===== src/rtl/mem_ctrl_pkg.sv =====
// Shared types and default widths for the CPU-to-DDR memory controller.
package mem_ctrl_pkg;

  localparam int unsigned DEF_ADDR_WIDTH = 10;
  localparam int unsigned DEF_DATA_WIDTH = 32;

  typedef enum logic [1:0] {
    IDLE,
    WRITE,
    RD_REQ,
    RD_WAIT
  } state_t;

endpackage


===== src/rtl/ddr_mem_controller.sv =====
// Bridges single-cycle CPU read/write pulses onto a one-command-at-a-time DDR
// request/valid interface; read data returns with a one-cycle valid strobe.
module ddr_mem_controller
  import mem_ctrl_pkg::*;
#(
  parameter int unsigned ADDR_WIDTH = DEF_ADDR_WIDTH,
  parameter int unsigned DATA_WIDTH = DEF_DATA_WIDTH
) (
  input  logic                  clk,
  input  logic                  reset,
  input  logic                  cpu_wr_req,
  input  logic                  cpu_rd_req,
  input  logic [ADDR_WIDTH-1:0] cpu_addr,
  input  logic [DATA_WIDTH-1:0] cpu_data_in,
  output logic [DATA_WIDTH-1:0] cpu_data_out,
  output logic                  cpu_data_valid,
  output logic                  ddr_wr_req,
  output logic                  ddr_rd_req,
  output logic [ADDR_WIDTH-1:0] ddr_addr,
  output logic [DATA_WIDTH-1:0] ddr_wr_data,
  input  logic [DATA_WIDTH-1:0] ddr_rd_data,
  input  logic                  ddr_rd_valid
);

  state_t                state, state_next;
  logic                  wr_req_next, rd_req_next, valid_next;
  logic [ADDR_WIDTH-1:0] addr_next;
  logic [DATA_WIDTH-1:0] wdata_next, dout_next;

  always_ff @(posedge clk) begin
    if (!reset) begin
      state          <= IDLE;
      ddr_wr_req     <= 1'b0;
      ddr_rd_req     <= 1'b0;
      ddr_addr       <= '0;
      ddr_wr_data    <= '0;
      cpu_data_out   <= '0;
      cpu_data_valid <= 1'b0;
    end else begin
      state          <= state_next;
      ddr_wr_req     <= wr_req_next;
      ddr_rd_req     <= rd_req_next;
      ddr_addr       <= addr_next;
      ddr_wr_data    <= wdata_next;
      cpu_data_out   <= dout_next;
      cpu_data_valid <= valid_next;
    end
  end

  always_comb begin
    state_next  = state;
    wr_req_next = 1'b0;
    rd_req_next = 1'b0;
    valid_next  = 1'b0;
    addr_next   = ddr_addr;
    wdata_next  = ddr_wr_data;
    dout_next   = cpu_data_out;

    case (state)
      IDLE: begin
        // Write has priority; a coincident read pulse is dropped.
        if (cpu_wr_req) begin
          addr_next   = cpu_addr;
          wdata_next  = cpu_data_in;
          wr_req_next = 1'b1;
          state_next  = WRITE;
        end else if (cpu_rd_req) begin
          addr_next   = cpu_addr;
          rd_req_next = 1'b1;
          state_next  = RD_REQ;
        end
      end
      WRITE: state_next = IDLE;
      RD_REQ, RD_WAIT: begin
        // A response already present in RD_REQ completes the read immediately.
        if (ddr_rd_valid) begin
          dout_next  = ddr_rd_data;
          valid_next = 1'b1;
          state_next = IDLE;
        end else begin
          state_next = RD_WAIT;
        end
      end
      default: state_next = IDLE;
    endcase
  end

endmodule


===== config.mk =====
export PLATFORM = sky130hd
export DESIGN_NAME = ddr_mem_controller
export DESIGN_NICKNAME = d
export VERILOG_FILES = /design/src/rtl/mem_ctrl_pkg.sv /design/src/rtl/ddr_mem_controller.sv
export SDC_FILE = /design/constraint.sdc
export NUM_CORES = 1
export LEC_CHECK = 0
export ABC_AREA = 0
export CORE_MARGIN = 2
export CORE_UTILIZATION = 42
export DETAILED_ROUTE_END_ITERATION = 6
export HOLD_SLACK_MARGIN = 0.15
export PLACE_DENSITY = 0.85
export SLEW_MARGIN = 15
export SYNTH_ARGS = -nofsm -noshare
export SYNTH_HDL_FRONTEND = slang
export SYNTH_SLANG_ARGS = --single-unit

===== constraint.sdc =====
create_clock -name clk -period 3 [get_ports clk]
set_input_delay 0.6 -clock clk [delete_from_list [all_inputs] [get_ports clk]]
set_output_delay 0.6 -clock clk [all_outputs]
set_load 0.005 [all_outputs]

# After elaboration in Yosys (flattened, before gate mapping)
# Cells that the tools add are included.
dict set report totals {
  register_bits 79
  inputBits 79
  out_inout_bits 77
  word_cells 31
}
dict set report classes {
  eq_ne 4
  mux 9
  n_bitwise 2
  n_reduce_logical 9
}
# operator count
set op_table {}
lappend op_table {{10-bit 2-to-1 mux} 2}
lappend op_table {{2-bit AND reduction} 5}
lappend op_table {{2-bit 2-to-1 mux} 3}
lappend op_table {{2-bit one-hot mux with 3 select lines} 1}
lappend op_table {{2-bit equality test, second input constant} 2}
lappend op_table {{1-bit 2-to-1 mux} 3}
lappend op_table {{3-bit != test, second input constant} 1}
lappend op_table {{3-bit OR reduction} 1}
lappend op_table {{2-bit by 1-bit equality test with 1-bit output, second input constant} 1}
lappend op_table {{2-bit zero test} 1}
lappend op_table {{1-bit inverter} 2}
lappend op_table {{2-bit nonzero test} 1}
lappend op_table {{2-bit OR reduction} 1}

# Depth between registers and ports, before layout
# Gate-level depths: netlist of run 1.
dict set report logic_depth {
  word_depth 3
  mapped_depth 5
  depth_no_buf 3
}

# Worst setup path before layout of run 1
# OpenSTA, ideal clock, no wires.
dict set report synth_timing {
  path_kind {input to register}
  from {input port cpu_wr_req}
  to {register state[0]}
  arrival_time_ns 1.205
  setup_slack_ns 1.680
  path_stages 4
  path_cell_list {nor3b_2 buf_4 buf_6 o21a_1}
}
dict set report synth_between {
  elab_chain_len 2
  word_cells_on_any_way 3
}
# element line
set synth_lines {}
lappend synth_lines {{start: declaration} ddr_mem_controller.sv:11} ;# input logic cpu_wr_req,
lappend synth_lines {{2-bit 2-to-1 mux} ddr_mem_controller.sv:62} ;# if (cpu_wr_req) begin
lappend synth_lines {{2-bit one-hot mux with 3 select lines} ddr_mem_controller.sv:59} ;# case (state)
lappend synth_lines {{end signal: assignment} ddr_mem_controller.sv:40} ;# state <= state_next;
lappend synth_lines {{end: declaration} ddr_mem_controller.sv:25} ;# state_t state, state_next;
# Several ways; a longest one is shown, not always the timed one.
# A chain may end at the register's enable or synchronous reset.

# Worst setup path in the final report of run 1
dict set report layout_timing {
  from {input port cpu_wr_req}
  to {register ddr_addr[3]}
}
dict set report layout_between {
  elab_chain_len 2
  word_cells_on_any_way 3
}
# element line
set layout_lines {}
lappend layout_lines {{2-bit nonzero test (no source line)} --}
lappend layout_lines {{2-bit AND reduction (no source line)} --}
lappend layout_lines {{end signal: assignment} ddr_mem_controller.sv:43} ;# ddr_addr <= addr_next;
lappend layout_lines {{end: declaration} ddr_mem_controller.sv:19} ;# output logic [ADDR_WIDTH-1:0] ddr_addr,
# Several ways; a longest one is shown, not always the timed one.

==> results of run 1 <==
==> worst register-to-register path, delay by kind of cell (launching register included) <==
family	cells	cell delay (ps)
simple gates	1	510
flops	1	390
buf+inv	1	280
mux	1	220
==> stage by stage <==
step / setup slack [ps] / utilization, % / hold slack, ps
after floorplan: 1680 / - / 445
after global placement: 874 / 66.1 / 435
after detailed placement: 864 / 66.1 / 444
after CTS: 1170 / 69.5 / 455
after global routing: 1090 / 69.5 / 470
final: 1190 / 69.5 / 451
==> per-layer routing <==
metal,vias up,global-route usage [%]
met5,-,0
met4,0,7.83
met1,1256,22.6
met2,111,32.0
met3,13,7.82
li1,1402,-
==> final timing paths <==
kind / slack, ps / to / cells past startpoint
setup / recovery: 1190 / ddr_addr[3]$_SDFFE_PN0P_ / 5
hold / removal: 450 / ddr_wr_data[21]$_SDFFE_PN0P_ / 2
setup reg to reg: 1540 / ddr_addr[3]$_SDFFE_PN0P_ / 3
hold reg to reg: 450 / ddr_wr_data[21]$_SDFFE_PN0P_ / 2
==> power by group through the flow <==
stage | Sequential [mW] | Combinational, mW | Clock (mW)
floorplan | 1.16 | 0.126 | 0
global placement | 1.16 | 0.348 | 0
detailed placement | 1.16 | 0.354 | 0
CTS | 1.13 | 0.358 | 0.906
global route | 1.14 | 0.384 | 0.950
finish | 1.13 | 0.353 | 0.885
==> synth_stat cells <==
cell type / count
nand2_1: 117
dfxtp_1: 79
nand3_1: 32
o21ai_0: 27
a21boi_0: 26
clkbuf_1: 10
mux2i_1: 10
buf_2: 9
a21boi_1: 6
buf_6: 6
o21ai_1: 5
and2_1: 3
buf_4: 2
o21a_1: 2
and3_1: 1
clkbuf_4: 1
nor2_1: 1
nor2b_1: 1
nor3_1: 1
nor3b_2: 1
nor4b_1: 1
==> state kept, by name, summed over array words and instances, names as in the netlist <==
name,flops
ddr_wr_data,32
cpu_data_valid,1
cpu_data_out,32
ddr_wr_req,1
state,2
ddr_addr,10
ddr_rd_req,1
==> layout make-up <==
cell class / instances / area (sq um) / area share, %
repair buffers: 161 / 1590 / 34.0
well taps: 80 / 100 / 2.13
clock inverters: 5 / 80.1 / 1.71
multi-input cells: 234 / 1190 / 25.3
clock buffers: 11 / 151 / 3.22
flip-flops and latches: 79 / 1580 / 33.7
==> logic make-up (layout without fill, tap and decap cells) <==
logic type             Yosys count  count (layout)  synth area share [%]
buffers and inverters           28             177                  5.89
and+or+nand+nor                158             158                  22.5
muxes                           10              10                  3.42
DFF                             79              79                  54.0
AOI/OAI and AO/OA               66              66                  14.2
==> out/results.ini, run 1 <==
[worst_setup_path]
critical_path_required_ps=3260
crit_path_end_kind=register
critPathSlowestCell=clkdlybuf4s50_1
critPathBufInv=2
start_kind=input pin
critPathMaxFanout=6
crit_start=cpu_wr_req
crit_path_max_incr_delay_ps=500
worstSetupPathType=in -> reg
cp_top_family=buffers and inverters
crit_chain=clkdlybuf4s50_1, nor2_1, nor3_2, buf_4, mux2i_1
worstPathArrival_ps=2070
r2r_start=state[1]$_SDFFE_PN0P_

[global_route]
grt_overflow=0
grt_max_degree=67
gr-usage-all-layers_pct=19.4
grt_pass1_vias=2575
grt_pass1_wl_um=11600
antenna_found_initial=0

[die]
io_pins=156
rows=30
die_h_um=87.5
dieWidth_um=87.5
dieArea_sq_um=7660
core_sq_um=6760
initial_core_util_pct=43.4

[drt]
drc=0
wirelength_um=7530
vias=2782
maxUsedRoutingLayer=met4
wl_met1_um=3120
viasPerCell=4.88
ant_nets=0
avgRoutedWirePerCell_um=13.2
dr.pass1.iters=4
dr_wl_met2_um=3470
drt_first_iter_violations=102
met3_length_um=801

[cells_and_area]
n_fill_cell=531
nNetsFinal=564
syn_to_final_growth_pct=60.2
fin_cells=570
layout_common_cells=154 x clkdlybuf4s50_1, 117 x nand2_1, 79 x dfxtp_1
final_area_sq_um=4690
diodes=0
layout_commonest_cell=clkdlybuf4s50_1
drive_gt1_share_pct=5.10

[power_and_ir_drop]
p_per_area_nw_per_um2=506
clkPwrFrac_pct=37.3
leakagePower_nw=1.70
total_power_mw=2.37
seqPwrFrac_pct=47.8
irDropWorstVdd_mv=0.248
p_sw_share_pct=22.5
pwr-share-comb_pct=14.9
internal_power_mw=1.84
netSwitchingPower_mw=0.533

[logic_synthesis]
synth_top_area_share_pct=54.0
synth_top_area_cell=dfxtp_1
synth.distinct_cells=21
avgSynthCellArea_sq_um=8.59
synth_seq_area_share_pct=54.0
syn_area_sq_um=2930
netlist_instances=341
yosys-top-cells-area=dfxtp_1 54%, nand2_1 15%, a21boi_0 6.7%, nand3_1 5.5%, o21ai_0 4.6%
synth_seq_cells=79
yosys_warnings=0
syn_nets=420

[timing]
worst_slew_pin_slew_ps=540
slew_headroom_pct=63.8
setup_viol=0
drv_slew=0
min_period_ps=1810
max_freq_ghz=0.551
rsz0062_at_grt=no
finClkSkew_ps=7.44
setup_tns_ps=0
hold_viol=0
period_share_pct=60.4

[clock_tree]
clock_path_buffers=2
tritoncts=built
post_cts_buffers=0
cts.sinks=79
clockRootBuffer=clkbuf_8
cts_buffers=9
h-tree-depth=3
clkLatencyLatePin_ps=330
cts_resized=0
postCtsHoldBufs=0
clk_pin_slew_ps=80

[placement]
place_congestion=0.727
place_area_sq_um=4460
io_buffers=155
dp.cells=554
dp_hpwl_um=5310

[worst_hold_path]
hp-class=reg -> reg
min_from=ddr_wr_data[21]$_SDFFE_PN0P_

[run_status]
status=finished, final reports clean

[flow_run]
cap_violations=0

No activity file was read; power rests on OpenSTA's default activity.
==> inputs of run 2 (changes only) <==
--- a/config.mk
+++ b/config.mk
@@ -7,10 +7,10 @@
 export LEC_CHECK = 0
 export ABC_AREA = 0
 export CORE_MARGIN = 2
-export CORE_UTILIZATION = 42
+export CORE_UTILIZATION = 39
 export DETAILED_ROUTE_END_ITERATION = 6
 export HOLD_SLACK_MARGIN = 0.15
-export PLACE_DENSITY = 0.85
+export PLACE_DENSITY = 0.8
 export SLEW_MARGIN = 15
 export SYNTH_ARGS = -nofsm -noshare
 export SYNTH_HDL_FRONTEND = slang
==> constraint.sdc (replaced) <==
create_clock -name clk -period 1.8 [get_ports clk]
set_input_delay 0.36 -clock clk [delete_from_list [all_inputs] [get_ports clk]]
set_output_delay 0.36 -clock clk [all_outputs]
set_load 0.005 [all_outputs]
==> out/results.ini, run 2 (synthesized netlist as in run 1, its figures left out) <==
[placement]
dp.cells=574  ; +3.6%
io_buffers=155  ; unchanged
place_congestion=0.749  ; +3.0%
place_area_sq_um=4560  ; +2.1%
dp_hpwl_um=5480  ; +3.2%
dp_slack_ps=122  ; -742 ps

[timing]
max_freq_ghz=0.639
worst_hold_slack_ps=448  ; -3.61 ps
setup_tns_ps=0  ; unchanged
rsz0062_at_grt=no
finClkSkew_ps=10.5  ; +3.08 ps
min_period_ps=1570
drv_slew=0  ; unchanged
setup_viol=0  ; unchanged
period_share_pct=87.0
setup_slack_ps=234  ; -952 ps
slew_headroom_pct=73.8  ; +10 points
hold_viol=0  ; unchanged
worst_slew_pin_slew_ps=388  ; -152 ps

[clock_tree]
cts_buffers=9  ; unchanged
clock_path_buffers=2  ; unchanged
tritoncts=built
cts_resized=0  ; unchanged
post_cts_buffers=0  ; unchanged
clkLatencyLatePin_ps=340  ; about the same
cts.sinks=79  ; unchanged
h-tree-depth=3  ; unchanged
postCtsHoldBufs=0  ; unchanged
clockRootBuffer=clkbuf_8
clk_pin_slew_ps=80  ; about the same

[power_and_ir_drop]
p_per_area_nw_per_um2=801  ; +59%
leakagePower_nw=1.71  ; +0.70%
total_power_mw=3.81  ; +61%
irDropWorstVdd_mv=0.372  ; +50%

[drt]
dr.pass1.iters=4  ; unchanged
vias=2761  ; -0.75%
avgRoutedWirePerCell_um=13.1  ; -1.2%
ant_nets=0  ; unchanged
viasPerCell=4.69  ; -4.0%
drc=0  ; unchanged
wirelength_um=7690  ; +2.1%
drt_first_iter_violations=77  ; -25%

[cells_and_area]
drive_gt1_share_pct=4.90  ; -0.20 points
final_util_pct=65.6  ; -3.9 points
final_area_sq_um=4750  ; +1.3%
diodes=0  ; unchanged
fin_cells=589  ; +3.3%
largest_registers=cpu_data_out x32, ddr_wr_data x32, ddr_addr x10
layout_commonest_cell=clkdlybuf4s50_1
syn_to_final_growth_pct=62.3
n_fill_cell=616  ; +16%
nNetsFinal=565  ; +0.18%
layout_common_cells=154 x clkdlybuf4s50_1, 117 x nand2_1, 79 x dfxtp_1

[worst_setup_path]
start_kind=register
crit_chain=clkdlybuf4s50_1
cp_top_family=buffers and inverters
r2r_cells=4  ; +1
critPathBufInv=1  ; -1
crit_cells=1  ; -4
critPathMaxFanout=2  ; -4
worstSetupPathType=reg -> out
worstPathArrival_ps=1210  ; -860 ps
critPathSlowestCell=clkdlybuf4s50_1
critical_path_required_ps=1440  ; -1820 ps
crit_path_end_kind=output port
crit_path_max_incr_delay_ps=540  ; +40 ps

[global_route]
grt_max_degree=67  ; unchanged
antenna_found_initial=0  ; unchanged
grt_pass1_vias=2593  ; +0.70%
grt_overflow=0  ; unchanged
grt_pass1_wl_um=12300  ; +5.5%
gr-usage-all-layers_pct=18.3  ; -1.1 points

[die]
die_h_um=90.7  ; +3.6%
dieWidth_um=90.7  ; +3.6%
initial_core_util_pct=40.4  ; -3.0 points
io_pins=156  ; unchanged
core_sq_um=7250  ; +7.4%
rows=31  ; +3.3%
dieArea_sq_um=8220  ; +7.3%

[run_status]
status=finished, final reports clean

[worst_hold_path]
whs_path_depth=3  ; +1
hp-class=in -> reg

[flow_run]
cap_violations=0  ; unchanged

==> run 2: path summary, 6_finish.rpt <==
path,start,endpoint,slack (ps)
min,reset,ddr_addr[7]$_SDFFE_PN0P_,450
min reg2reg,ddr_wr_data[22]$_SDFFE_PN0P_,ddr_wr_data[22]$_SDFFE_PN0P_,450
max,ddr_addr[7]$_SDFFE_PN0P_,ddr_addr[7],230
max reg2reg,state[1]$_SDFFE_PN0P_,cpu_data_out[29]$_SDFFE_PN0P_,570
==> run 2: power breakdown <==
group / internal, mW / switching (mW)
registers: 1.84 / 0.0496
logic: 0.393 / 0.218
clock network: 0.708 / 0.602
==> run 2: area by class of cell <==
cell class | instances | area, sq um | share of cell area (%)
multi-input cells | 234 | 1190 | 25.0
flip-flops and latches | 79 | 1580 | 33.3
well taps | 99 | 124 | 2.61
repair buffers | 162 | 1660 | 35.0
clock inverters | 3 | 42.5 | 0.895
clock buffers | 12 | 155 | 3.26
==> run 2: layer usage <==
layer	global-route usage (%)	vias to the layer above	share of wire, %
met2	29.5	108	46
met4	7.82	0	1.7
met3	7.18	12	9.0
met5	0	-	0
met1	21.7	1237	43
li1	-	1404	-
==> run 2: worst reg2reg max path: stages, from the launching register on <==
cell and delay, ps:
dfxtp_1 500, and2_1 220, buf_12 190, nand2_1 90, a21boi_0 150
==> variant 1 (settings of run 1) <==
Register the inputs `cpu_wr_req`, `cpu_rd_req`, `cpu_addr`, `cpu_data_in`, `ddr_rd_data` and `ddr_rd_valid` before use. The logic sees them one clock later.
--- a/src/rtl/ddr_mem_controller.sv
+++ b/src/rtl/ddr_mem_controller.sv
@@ -23,2 +23,18 @@
 );
+
+  logic cpu_wr_req_q;
+  logic cpu_rd_req_q;
+  logic [ADDR_WIDTH-1:0] cpu_addr_q;
+  logic [DATA_WIDTH-1:0] cpu_data_q;
+  logic [DATA_WIDTH-1:0] ddr_rd_data_q;
+  logic ddr_rd_valid_q;
+
+  always_ff @(posedge clk) begin
+    cpu_wr_req_q   <= cpu_wr_req;
+    cpu_rd_req_q   <= cpu_rd_req;
+    cpu_addr_q     <= cpu_addr;
+    cpu_data_q     <= cpu_data_in;
+    ddr_rd_data_q  <= ddr_rd_data;
+    ddr_rd_valid_q <= ddr_rd_valid;
+  end
 
@@ -61,9 +77,9 @@
         // Write has priority; a coincident read pulse is dropped.
-        if (cpu_wr_req) begin
-          addr_next   = cpu_addr;
-          wdata_next  = cpu_data_in;
+        if (cpu_wr_req_q) begin
+          addr_next   = cpu_addr_q;
+          wdata_next  = cpu_data_q;
           wr_req_next = 1'b1;
           state_next  = WRITE;
-        end else if (cpu_rd_req) begin
-          addr_next   = cpu_addr;
+        end else if (cpu_rd_req_q) begin
+          addr_next   = cpu_addr_q;
           rd_req_next = 1'b1;
@@ -75,4 +91,4 @@
         // A response already present in RD_REQ completes the read immediately.
-        if (ddr_rd_valid) begin
-          dout_next  = ddr_rd_data;
+        if (ddr_rd_valid_q) begin
+          dout_next  = ddr_rd_data_q;
           valid_next = 1'b1;
Check against the original RTL: not equivalent (Yosys sat finds a counterexample within 4 cycles, from zero or initial values and one cycle with reset low).
==> variant 1 against run 1 <==
  * Sequential share of layout area grew 14 points
  * Design area grew 41%
  * Sequential cell count grew 77
  * Count of clock-buffer cells in the layout grew 8
  * Synthesized area grew 53%
  * Cell count grew 25%
  * Global-route usage shrank 1.6 points
  * Total power grew 92%
  * Worst setup slack lost 0.19 ns
  * Wire length grew 30%
  * Critical path type is now reg -> out
  * Largest cell class is now registers
==> variant 1: results (changes against run 1) <==
[critical_path]
worstRegToRegCells=2  ; -1
r2r_slack_ns=1.38  ; -0.16 ns
rr_endpoint=ddr_addr[5]
cp.arrival_ns=1.40  ; -0.67 ns
critical_path.startpoint=ddr_wr_data[27]
worst_path_largest_cell_delay_ns=0.54  ; +0.04 ns
crit_path_end=ddr_wr_data[27]

[finish]
fin_nets=645  ; +14%
nonClkBufAreaFrac_pct=23.7  ; -10 points
seq_cell_count=156  ; +97%
multi_input_area_share_pct=18.0  ; -7.3 points
n_fill_cell=798  ; +50%
drive_gt1_share_pct=6.22  ; +1.1 points
seq_area_um2=3120  ; +97%
n_all_buffers=157  ; -2.5%
clock_area_share_pct=8.36  ; +3.4 points

[routing]
wl_met3_um=820  ; +2.4%
vias_per_cell=4.63  ; -5.1%
route.met2.wl_mm=4.78  ; +38%
drt-met1-wl_mm=4.01  ; +28%
drt_iter0_markers=117  ; +15%
drt_first_pass_iters=5  ; +1
route.vias.total=3313  ; +19%
routedWlPerCell_um=13.7  ; +3.5%

[place]
place_ws_ns=1.13  ; +0.264 ns
dpl_cell_area_um2=6040  ; +35%
dp_hpwl_mm=6.31  ; +19%
dpl.cell_count=683  ; +23%

[run_status]
status=completed

[clocking]
clk_latency_ns=0.51  ; +0.18 ns
cts.clk_slew.worst_paths_ns=0.06  ; -0.02 ns
cts_max_level=4  ; +1
cts_buffers=17  ; +8

[global_routing]
grt_usage_pct=17.8  ; -1.6 points
grt.met1_usage_pct=19.1  ; -3.5 points
grt_max_degree=122  ; +82%
grt.met2_usage_pct=30.1  ; -1.9 points

[logic_synthesis]
synth_cells=418  ; +23%
synth_common_cells=156 x dfxtp_1, 117 x nand2_1, 32 x nand3_1, 28 x o21ai_0, 26 x a21boi_0
synth_area_leaders=dfxtp_1 70%, nand2_1 9.8%, a21boi_0 4.4%, nand3_1 3.6%, o21ai_0 3.1%
ys_seq_area_share_pct=69.8  ; +16 points
synth_fp_nets=497  ; +18%
synth_compound_area_share_pct=9.29  ; -4.9 points

[timing]
fin_skew_ns=0.0127  ; +0.00528 ns
fmax_mhz=499  ; -9.5%
worst_pin_slew_ns=1.09  ; +0.546 ns

[power_and_ir_drop]
leakage_uw=0.00249  ; +46%
vdd_drop_max_mv=0.517  ; +110%

[die]
rows=37  ; +23%

[variant 1: cell count changes after synthesis]
cell            run 1  this run
dfxtp_1            79       156
o21ai_1             5         4
o21ai_0            27        28
[variant 1: worst min path at each step]
stage | startpoint | end | slack (ns) | cells after the start
4_1_cts | ddr_rd_data_q[17] | cpu_data_out[17] | 0.44 | 2
5_1_grt | ddr_rd_data_q[17] | cpu_data_out[17] | 0.46 | 2
6_report | ddr_rd_data_q[17] | cpu_data_out[17] | 0.44 | 2
3_5_place_dp | ddr_rd_data_q[13] | cpu_data_out[13] | 0.43 | 2
3_3_place_gp | ddr_rd_data_q[18] | cpu_data_out[18] | 0.42 | 2
2_1_floorplan | ddr_rd_data_q[13] | cpu_data_out[13] | 0.42 | 2
[variant 1: report_power, final]
group / internal, uW / total (uW) / leakage [uW] / switching [uW]
Clock: 1120 / 1980 / 0.000269 / 856
Combinational: 220 / 348 / 0.000922 / 128
Sequential: 2180 / 2230 / 0.00130 / 48.8
==> variant 2 (config.mk and constraints of run 1) <==
Without the edit above. `DEF_ADDR_WIDTH`: 10 -> 9.
--- a/src/rtl/mem_ctrl_pkg.sv
+++ b/src/rtl/mem_ctrl_pkg.sv
@@ -3,3 +3,3 @@
 
-  localparam int unsigned DEF_ADDR_WIDTH = 10;
+  localparam int unsigned DEF_ADDR_WIDTH = 9;
   localparam int unsigned DEF_DATA_WIDTH = 32;
Interface: changed (resized cpu_addr and ddr_addr); port bits go from 156 to 154. No check against the original RTL was run, so the function may have changed too.
==> variant 2 against run 1 <==
  * Synthesized area fell by 1.4%
  * Worst setup slack better by 0.0060 ns
  * Non-clock buffer count shrank 3
  * Design area decreased by 1.6%
  * Sequential cell count decreased by 1
  * Fmax is 0.33% higher
  * First-iteration DRC count down 30%
  * Global-route usage grew 0.80 points
  * Count of clock-buffer cells in the layout did not move
  * Total power shrank 1.9%
  * Wire length is 0.72% lower
  * Critical endpoint is now ddr_wr_data[13]
  * Largest power group unchanged
==> variant 2: results (changes against run 1) <==
[logic_synthesis]
syn_avg_cell_area_um2=8.57  ; -0.24%
ys_seq_area_share_pct=54.0  ; +0.078 points
synth_common_cells=115 x nand2_1, 78 x dfxtp_1, 32 x nand3_1, 28 x o21ai_0, 26 x a21boi_0
muxShareOfSynthArea_pct=3.12  ; -0.30 points
synth_area_leaders=dfxtp_1 54%, nand2_1 15%, a21boi_0 6.8%, nand3_1 5.5%, o21ai_0 4.9%

[critical_path]
r2r_slack_ns=1.65  ; +0.11 ns
cp.arrival_ns=1.21  ; -0.86 ns
worstRegToRegCells=4  ; +1
critical_path.startpoint=ddr_wr_data[13]
worst_path_largest_cell_delay_ns=0.54  ; +0.04 ns
crit_path_end=ddr_wr_data[13]
rr_endpoint=ddr_wr_data[29]

[timing]
period_share_pct=60.2  ; -0.20 points
max_slew_margin_pct=31.0  ; -33 points
fin_skew_ns=0.00994  ; +0.00250 ns

[global_routing]
grt_max_degree=120  ; +79%
grt_usage_pct=20.2  ; +0.80 points
grt_pass1_vias=2625  ; +1.9%
grtUsageMet3_pct=10.8  ; +3.0 points
grt_pass1_wl_mm=12.0  ; +3.3%

[power_and_ir_drop]
power.internal_uw=1820  ; -1.3%
vdd_drop_max_mv=0.316  ; +27%

[routing]
vias_per_cell=4.82  ; -1.3%
route.met2.wl_mm=3.44  ; -0.84%
routedWlPerCell_um=13.3  ; +0.70%

[place]
place_ws_ns=0.922  ; +0.0576 ns
dp_hpwl_mm=5.26  ; -0.87%
place.gp.congestion=0.748  ; +2.8%
io_buffers=153  ; -1.3%
dpl.cell_count=547  ; -1.3%
dpl_cell_area_um2=4400  ; -1.5%

[finish]
drive_gt1_share_pct=4.77  ; -0.33 points
layout_top_registers=cpu_data_out: 32 flops, ddr_wr_data: 32 flops, ddr_addr: 9 flops

[run_status]
status=completed

==> variant 2: cell count changes after synthesis, sizes merged <==
cell and delta:
clkbuf +3, nand2 -2, buf -3, dfxtp -1, mux2i -1
==> variant 2: cell type report <==
type / instances / area, um2
Clock inverter: 4 / 70.1
Fill cell: 539 / 2100
Clock buffer: 11 / 151
Multi-Input combinational cell: 231 / 1170
Tap cell: 80 / 100
Sequential cell: 78 / 1560
Timing Repair Buffer: 158 / 1570
==> variant 2: power groups by stage <==
stage	Sequential (uW)	Clock [uW]	Combinational [uW]
after detailed placement	1140	0	348
final	1120	864	345
after global placement	1140	0	341
after global routing	1130	938	377
after CTS	1120	890	349
after floorplan	1150	0	123
==> variant 2: stage by stage <==
stage               hold WS (ns)  total power (uW)
floorplan                  0.445              1270
global placement           0.435              1480
detailed placement         0.448              1490
CTS                        0.461              2360
global route               0.475              2440
finish                     0.458              2330
